$ cat config.mk
export PLATFORM = sky130hd
export DESIGN_NAME = m_serial_adder
export DESIGN_NICKNAME = d
export VERILOG_FILES = /design/src/rtl/m_serial_adder.sv
export SDC_FILE = /design/constraint.sdc
export NUM_CORES = 1
export LEC_CHECK = 0
export ABC_CLOCK_PERIOD_IN_PS = 1790
export CAP_MARGIN = 20
export CORE_UTILIZATION = 45
export DETAILED_ROUTE_END_ITERATION = 7
export GPL_ROUTABILITY_DRIVEN = 0
export HOLD_SLACK_MARGIN = 0.15
export MAX_ROUTING_LAYER = met4
export PLACE_DENSITY_LB_ADDON = 0.2
export SLEW_MARGIN = 25
export SYNTH_ARGS = -nofsm -noshare
export SYNTH_HDL_FRONTEND = slang
export SYNTH_SLANG_ARGS = --single-unit
$ cat constraint.sdc
create_clock -name w_clk -period 1.79 [get_ports w_clk]
set_input_delay 0.358 -clock w_clk [delete_from_list [all_inputs] [get_ports w_clk]]
set_output_delay 0.358 -clock w_clk [all_outputs]
set_load 0.1 [all_outputs]
$ cat src/rtl/m_serial_adder.sv
// Bit-serial ripple adder: one full-adder slice plus a carry flop produce an
// N-bit sum over WIDTH cycles behind a start/busy/done handshake.
module m_serial_adder #(
    parameter int unsigned WIDTH = 8
) (
    input  logic             w_clk,
    input  logic             w_rst_n,
    input  logic             w_start,
    input  logic [WIDTH-1:0] w_a,
    input  logic [WIDTH-1:0] w_b,
    input  logic             w_cin,
    output logic             w_busy,
    output logic             w_done,
    output logic [WIDTH-1:0] w_s,
    output logic             w_cout,
    output logic             w_ovf
);

    localparam int unsigned CW = (WIDTH > 1) ? $clog2(WIDTH) : 1;

    typedef enum logic [1:0] {
        S_IDLE,
        S_RUN,
        S_DONE
    } state_t;

    state_t           r_state;
    state_t           w_state_next;

    logic [WIDTH-1:0] r_opa;
    logic [WIDTH-1:0] r_opb;
    logic [WIDTH-1:0] r_sum;
    logic             r_carry;
    logic [CW-1:0]    r_cnt;
    logic [WIDTH-1:0] r_s;
    logic             r_cout;
    logic             r_ovf;

    logic             w_fa_s;
    logic             w_fa_c;
    logic             w_last;
    logic             w_load;
    logic [WIDTH:0]   w_sum_ext;
    logic [WIDTH-1:0] w_sum_next;

    assign w_fa_s     = r_opa[0] ^ r_opb[0] ^ r_carry;
    assign w_fa_c     = (r_opa[0] & r_opb[0]) | (r_carry & (r_opa[0] ^ r_opb[0]));
    assign w_last     = (r_cnt == CW'(WIDTH - 1));
    assign w_load     = w_start && (r_state != S_RUN);
    // Widened concat keeps the right-shift legal when WIDTH is 1.
    assign w_sum_ext  = {w_fa_s, r_sum};
    assign w_sum_next = w_sum_ext[WIDTH:1];

    always_ff @(posedge w_clk) begin
        if (!w_rst_n) begin
            r_state <= S_IDLE;
        end else begin
            r_state <= w_state_next;
        end
    end

    always_comb begin
        w_state_next = r_state;
        case (r_state)
            S_IDLE:  if (w_start) w_state_next = S_RUN;
            S_RUN:   if (w_last)  w_state_next = S_DONE;
            S_DONE:  if (w_start) w_state_next = S_RUN;
            default: w_state_next = S_IDLE;
        endcase
    end

    always_ff @(posedge w_clk) begin
        if (!w_rst_n) begin
            r_opa   <= '0;
            r_opb   <= '0;
            r_sum   <= '0;
            r_carry <= 1'b0;
            r_cnt   <= '0;
            r_s     <= '0;
            r_cout  <= 1'b0;
            r_ovf   <= 1'b0;
        end else if (w_load) begin
            r_opa   <= w_a;
            r_opb   <= w_b;
            r_carry <= w_cin;
            r_cnt   <= '0;
            r_sum   <= '0;
        end else if (r_state == S_RUN) begin
            r_opa   <= r_opa >> 1;
            r_opb   <= r_opb >> 1;
            r_sum   <= w_sum_next;
            r_carry <= w_fa_c;
            r_cnt   <= r_cnt + CW'(1);
            // Carry flop still holds the carry into the MSB on the last bit.
            if (w_last) begin
                r_s    <= w_sum_next;
                r_cout <= w_fa_c;
                r_ovf  <= r_carry ^ w_fa_c;
            end
        end
    end

    assign w_busy = (r_state == S_RUN);
    assign w_done = (r_state == S_DONE);
    assign w_s    = r_s;
    assign w_cout = r_cout;
    assign w_ovf  = r_ovf;

endmodule

## After elaboration in Yosys (flattened, before gate mapping)

Index checks and enable logic that the tools add are counted.

- Reductions and logical operators: 7
- Add/sub/neg operators: 1
- Equal/unequal tests: 6
- Mux-type cells: 9
- Bitwise operators: 8

Operators by type and width:

| cell | count |
|---|---|
| 2-to-1 mux 8 bit | 4 |
| != test 2 x 1 -> 1 bit, second input constant | 3 |
| 2-to-1 mux 2 bit | 2 |
| one-hot mux 2 bit (2 select lines) | 1 |
| OR reduction 2 bit | 2 |
| adder 3 x 1 -> 3 bit, second input constant | 1 |
| == test 3 bit, second input constant | 1 |
| AND reduction 3 bit | 1 |
| XOR 1 bit | 3 |
| AND 1 bit | 2 |
| == test 2 x 1 -> 1 bit, second input constant | 1 |
| == test 2 bit, second input constant | 1 |
| zero test 2 bit | 1 |
| 2-to-1 mux 1 bit | 2 |
| inverter 1 bit | 2 |
| AND reduction 2 bit | 1 |
| nonzero test 2 bit | 1 |
| logical AND 1 bit | 1 |
| bitwise OR 1 bit | 1 |

- Input bits: 20
- Logic and storage cells: 40
- Register bits: 40

## Logic depth before layout (Yosys ltp)

- Depth after elaboration: 5
- Mapped depth: 6
- Depth with buffers taken out: 5

## Worst setup path before layout

OpenSTA, ideal clock, no wires.

- Path type: register -> register
- Start point: reg r_state[1]
- End point: reg r_state[1]
- Period minus slack after synthesis: 2116 ps
- Arrival time: 2058 ps
- Stages on the path, launching flop included: 4
- Setup time: 58 ps
- Setup slack: -326 ps
- Cells stage by stage: dfxtp_1 nor2b_1 and2_1 o21a_1

- Longest elaborated chain between the ends: 4
- Elaborated cells between the ends (all ways): 8

RTL lines:

| what | line | RTL |
|---|---|---|
| start, declared | 27 | `state_t r_state;` |
| start signal, assigned | 58 | `r_state <= w_state_next;` |
| == test 2 bit (*) | -- |  |
| named net w_done | 13 | `output logic w_done,` |
| OR reduction 2 bit (no line) (*) | -- |  |
| != test 2 x 1 -> 1 bit (no line) | -- |  |
| AND reduction 2 bit (no line) | -- |  |

The timed path passes the listed nets; every way through them passes the cells marked *.
A chain may end at the register's enable or synchronous reset.

## Worst setup path after layout

- Start point: reg r_state[0]
- End point: out w_busy

- Longest elaborated chain between the ends: 1

RTL lines:

| what | line | RTL |
|---|---|---|
| == test 2 x 1 -> 1 bit | 103 | `assign w_busy = (r_state == S_RUN);` |
| end, declared | 12 | `output logic w_busy,` |

No other way between the ends.

==> impl_metrics.tcl <==
set metrics [dict create \
    status "complete, no violations" \
    path_buf_inv 2 \
    place_area_sq_um 2030 \
    relSlewSlack_pct 71.9 \
    yosys.area.top_type_share_pct 49.3 \
    syn_avg_cell_area_sq_um 8.33 \
    yosys.area.top_type "dfxtp_1" \
    start_util_pct 47.1 \
    rr_worst_depth 5 \
    drtIter0Drc 74 \
    postCtsHoldBufs 0 \
    post_cts.repair.setup_buffers 0 \
    worstSetupPathDepth 3 \
    worstSetupStartpoint "r_state[0]" \
    wire_per_inst_um 12.4 \
    top_layer "met4" \
    port_buffers 31 \
    power_frac_clock_pct 30.8 \
    die_w_um 61.3 \
    final_area_sq_um 2100 \
    power.share.sequential_pct 55.8 \
    setup_viol 0 \
    async_reset_ff_share_pct 0 \
    max_freq_ghz 0.583 \
    ios 32 \
    postSynthCellCount 190 \
    cts_tree "built" \
    antenna_found_initial 0 \
    cts_buffer_depth 2 \
    critical_path_class "register to primary output" \
    period_share_pct 95.9 \
    switching_share_pct 25.7 \
    hold_violations 0 \
    holdCritPathClass "register to register" \
    worstSkewPairLatency_ps 350 \
    utilization_pct 62.5 \
    power.total_mw 1.67 \
    synth_edf_count 0 \
    hpwl_mm 2.27 \
    dr_wl_met3_um 127 \
    die_area_sq_um 3760 \
    drc 0 \
    endpoint "w_busy" \
    synth_area_sq_um 1580 \
    tns_ps 0 \
    ys_warn_count 0 \
    finClkSkew_ps 14.1 \
    crit_chain "nand2b_1, inv_8, buf_12" \
    p_leak_nw 0.838 \
    rrSetupSlack_ps 270 \
    cts_buffers 5 \
    drv_cap 0 \
    dieHeight_um 61.3 \
    combPwrFrac_pct 13.4 \
    max_stage_delay_ps 420 \
    firstDrtPassIters 4 \
    synthToLayoutAreaGrowth_pct 32.7 \
    layoutNonFillerInstCount 266 \
    grt_max_degree 39 \
    fin_crit_ps 1720 \
    rsz0062_at_grt "no" \
    cts-root-buf "clkbuf_4" \
    ys.flop_type "dfxtp_1" \
    synthTopCellsByArea "dfxtp_1 (49%), a21oi_1 (12%), nand2_1 (10%), nand3_1 (5.7%), o21ai_0 (4.7%)" \
    r2r_end "w_ovf" \
    wirelength_mm 3.29 \
    arrival_ps 1360 \
    grt_use_total_pct 21.0 \
    ys_ff_latch 39 \
    ant_nets 0 \
    worst_pin_slew_ps 421 \
    critical_path.top_delay_family "flip-flops" \
    grt_overflow 0 \
    row_count 21 \
    netSwitchingPower_uw 429 \
    cp_data_required_time_ps 1430 \
    core_sq_um 3360 \
    drive_gt1_share_pct 12.3 \
    r2r-start "r_cnt[0]" \
    synthesis.nets 213 \
    ir_worst_vdd_uv 574 \
    dp_cells 258 \
    wl_met2_mm 1.59 \
    antennaDiodeCount 0 \
    vias 1390 \
    grt_pass1_vias 1349 \
    worstSetupStartpointType "register" \
    htree_num_levels 2 \
    path_clk_slew_ps 120 \
    wl_met1_mm 1.49 \
    grt_pass1_wl_mm 5.38 \
    ys_seq_area_share_pct 49.3 \
    finalMaxSlewViolations 0 \
    cts_sinks 39 \
    synth.distinct_cells 26 \
    post_cts_resized 0 \
    p_per_area_nw_per_um2 794 \
    vias_per_cell 5.23 \
    internal-power_mw 1.24 \
    endpoint_kind "primary output" \
    slowest_stage "dfxtp_1" \
    layout.nets 242 \
    cp_max_fo 27 \
]
final cells by class:
class,count,area [sq um]
inverters,2,17.5
well taps,46,57.6
multi-input cells,136,703
clock buffers,8,68.8
repair buffers,35,473
fillers,316,1260
flip-flops and latches,39,781
cells in the final DEF, fill, tap and decap left out:
cell / count
dfxtp_1: 39
clkdlybuf4s50_1: 19
clkbuf_8: 2
nand3_1: 18
buf_4: 3
o21a_1: 1
a21oi_1: 39
nand2b_1: 1
nor2b_2: 1
and3b_1: 1
ha_1: 2
xnor2_1: 2
o211a_1: 1
o21ai_0: 15
o21ai_4: 1
nand2_1: 44
fa_1: 1
buf_12: 13
mux2i_1: 2
inv_8: 1
and2_1: 2
nor2_1: 3
o22ai_1: 1
clkbuf_4: 5
inv_4: 1
clkbuf_1: 1
nand3b_1: 1
worst min path at each step:
stage          startpoint  endpoint  slack (ps)  cells after the start
2_1_floorplan    r_sum[1]    w_s[0]         430                      2
3_3_place_gp     r_cnt[1]  r_cnt[1]         450                      2
3_5_place_dp     r_cnt[1]  r_cnt[1]         460                      2
4_1_cts          r_sum[1]    w_s[0]         470                      2
5_1_grt          r_sum[1]    w_s[0]         490                      2
6_report         r_sum[1]    w_s[0]         450                      2
worst reg2reg max path: cells and delay by family, from the launching register on:
family	cells	cell delay [ps]
AO/OA/AOI/OAI	1	140
AND/OR/NAND/NOR	2	550
flip-flops	1	370
adder cells (fa/ha/maj)	2	370
kinds of logic after synthesis:
logic type	count (synthesis)	synth area share (%)
simple gates	71	19.4
compound gates	58	19.6
flops	39	49.3
buf+inv	15	6.40
fa+ha+maj	3	2.85
xor+xnor	2	1.11
mux	2	1.26
registers in the layout, indices dropped and copies added (netlist names):
signal	count
r_opb	8
r_carry	1
r_state	2
r_opa	8
w_ovf	1
w_s	8
r_sum	7
w_cout	1
r_cnt	3
power groups by stage:
stage               clock network [mW]  registers [mW]  logic [mW]
floorplan                            0           0.944       0.155
finish                           0.513           0.931       0.224
global route                     0.567           0.935       0.248
global placement                     0           0.947       0.217
detailed placement                   0           0.950       0.222
CTS                              0.526           0.930       0.224
per-layer routing:
metal | GRT usage (%) | vias to the layer above
li1 | - | 705
met1 | 21.3 | 646
met2 | 36.5 | 31
met3 | 4.83 | 8
met4 | 12.7 | 0
met5 | - | -
stage by stage:
step / hold slack, ps / setup WS, ps
2_1_floorplan: 434 / 244
3_3_place_gp: 445 / 294
3_5_place_dp: 458 / 242
4_1_cts: 466 / 65.0
5_1_grt: 492 / 5.73
6_report: 453 / 74.0
synth_stat cells, drive strengths merged (2+ instances only):
master,number
nor2,3
nand3,18
mux2i,2
and2,2
buf,12
a21oi,39
ha,2
dfxtp,39
nand2,44
o21ai,16
inv,2
xnor2,2
Note: power is estimated with default switching activity, not from simulation.
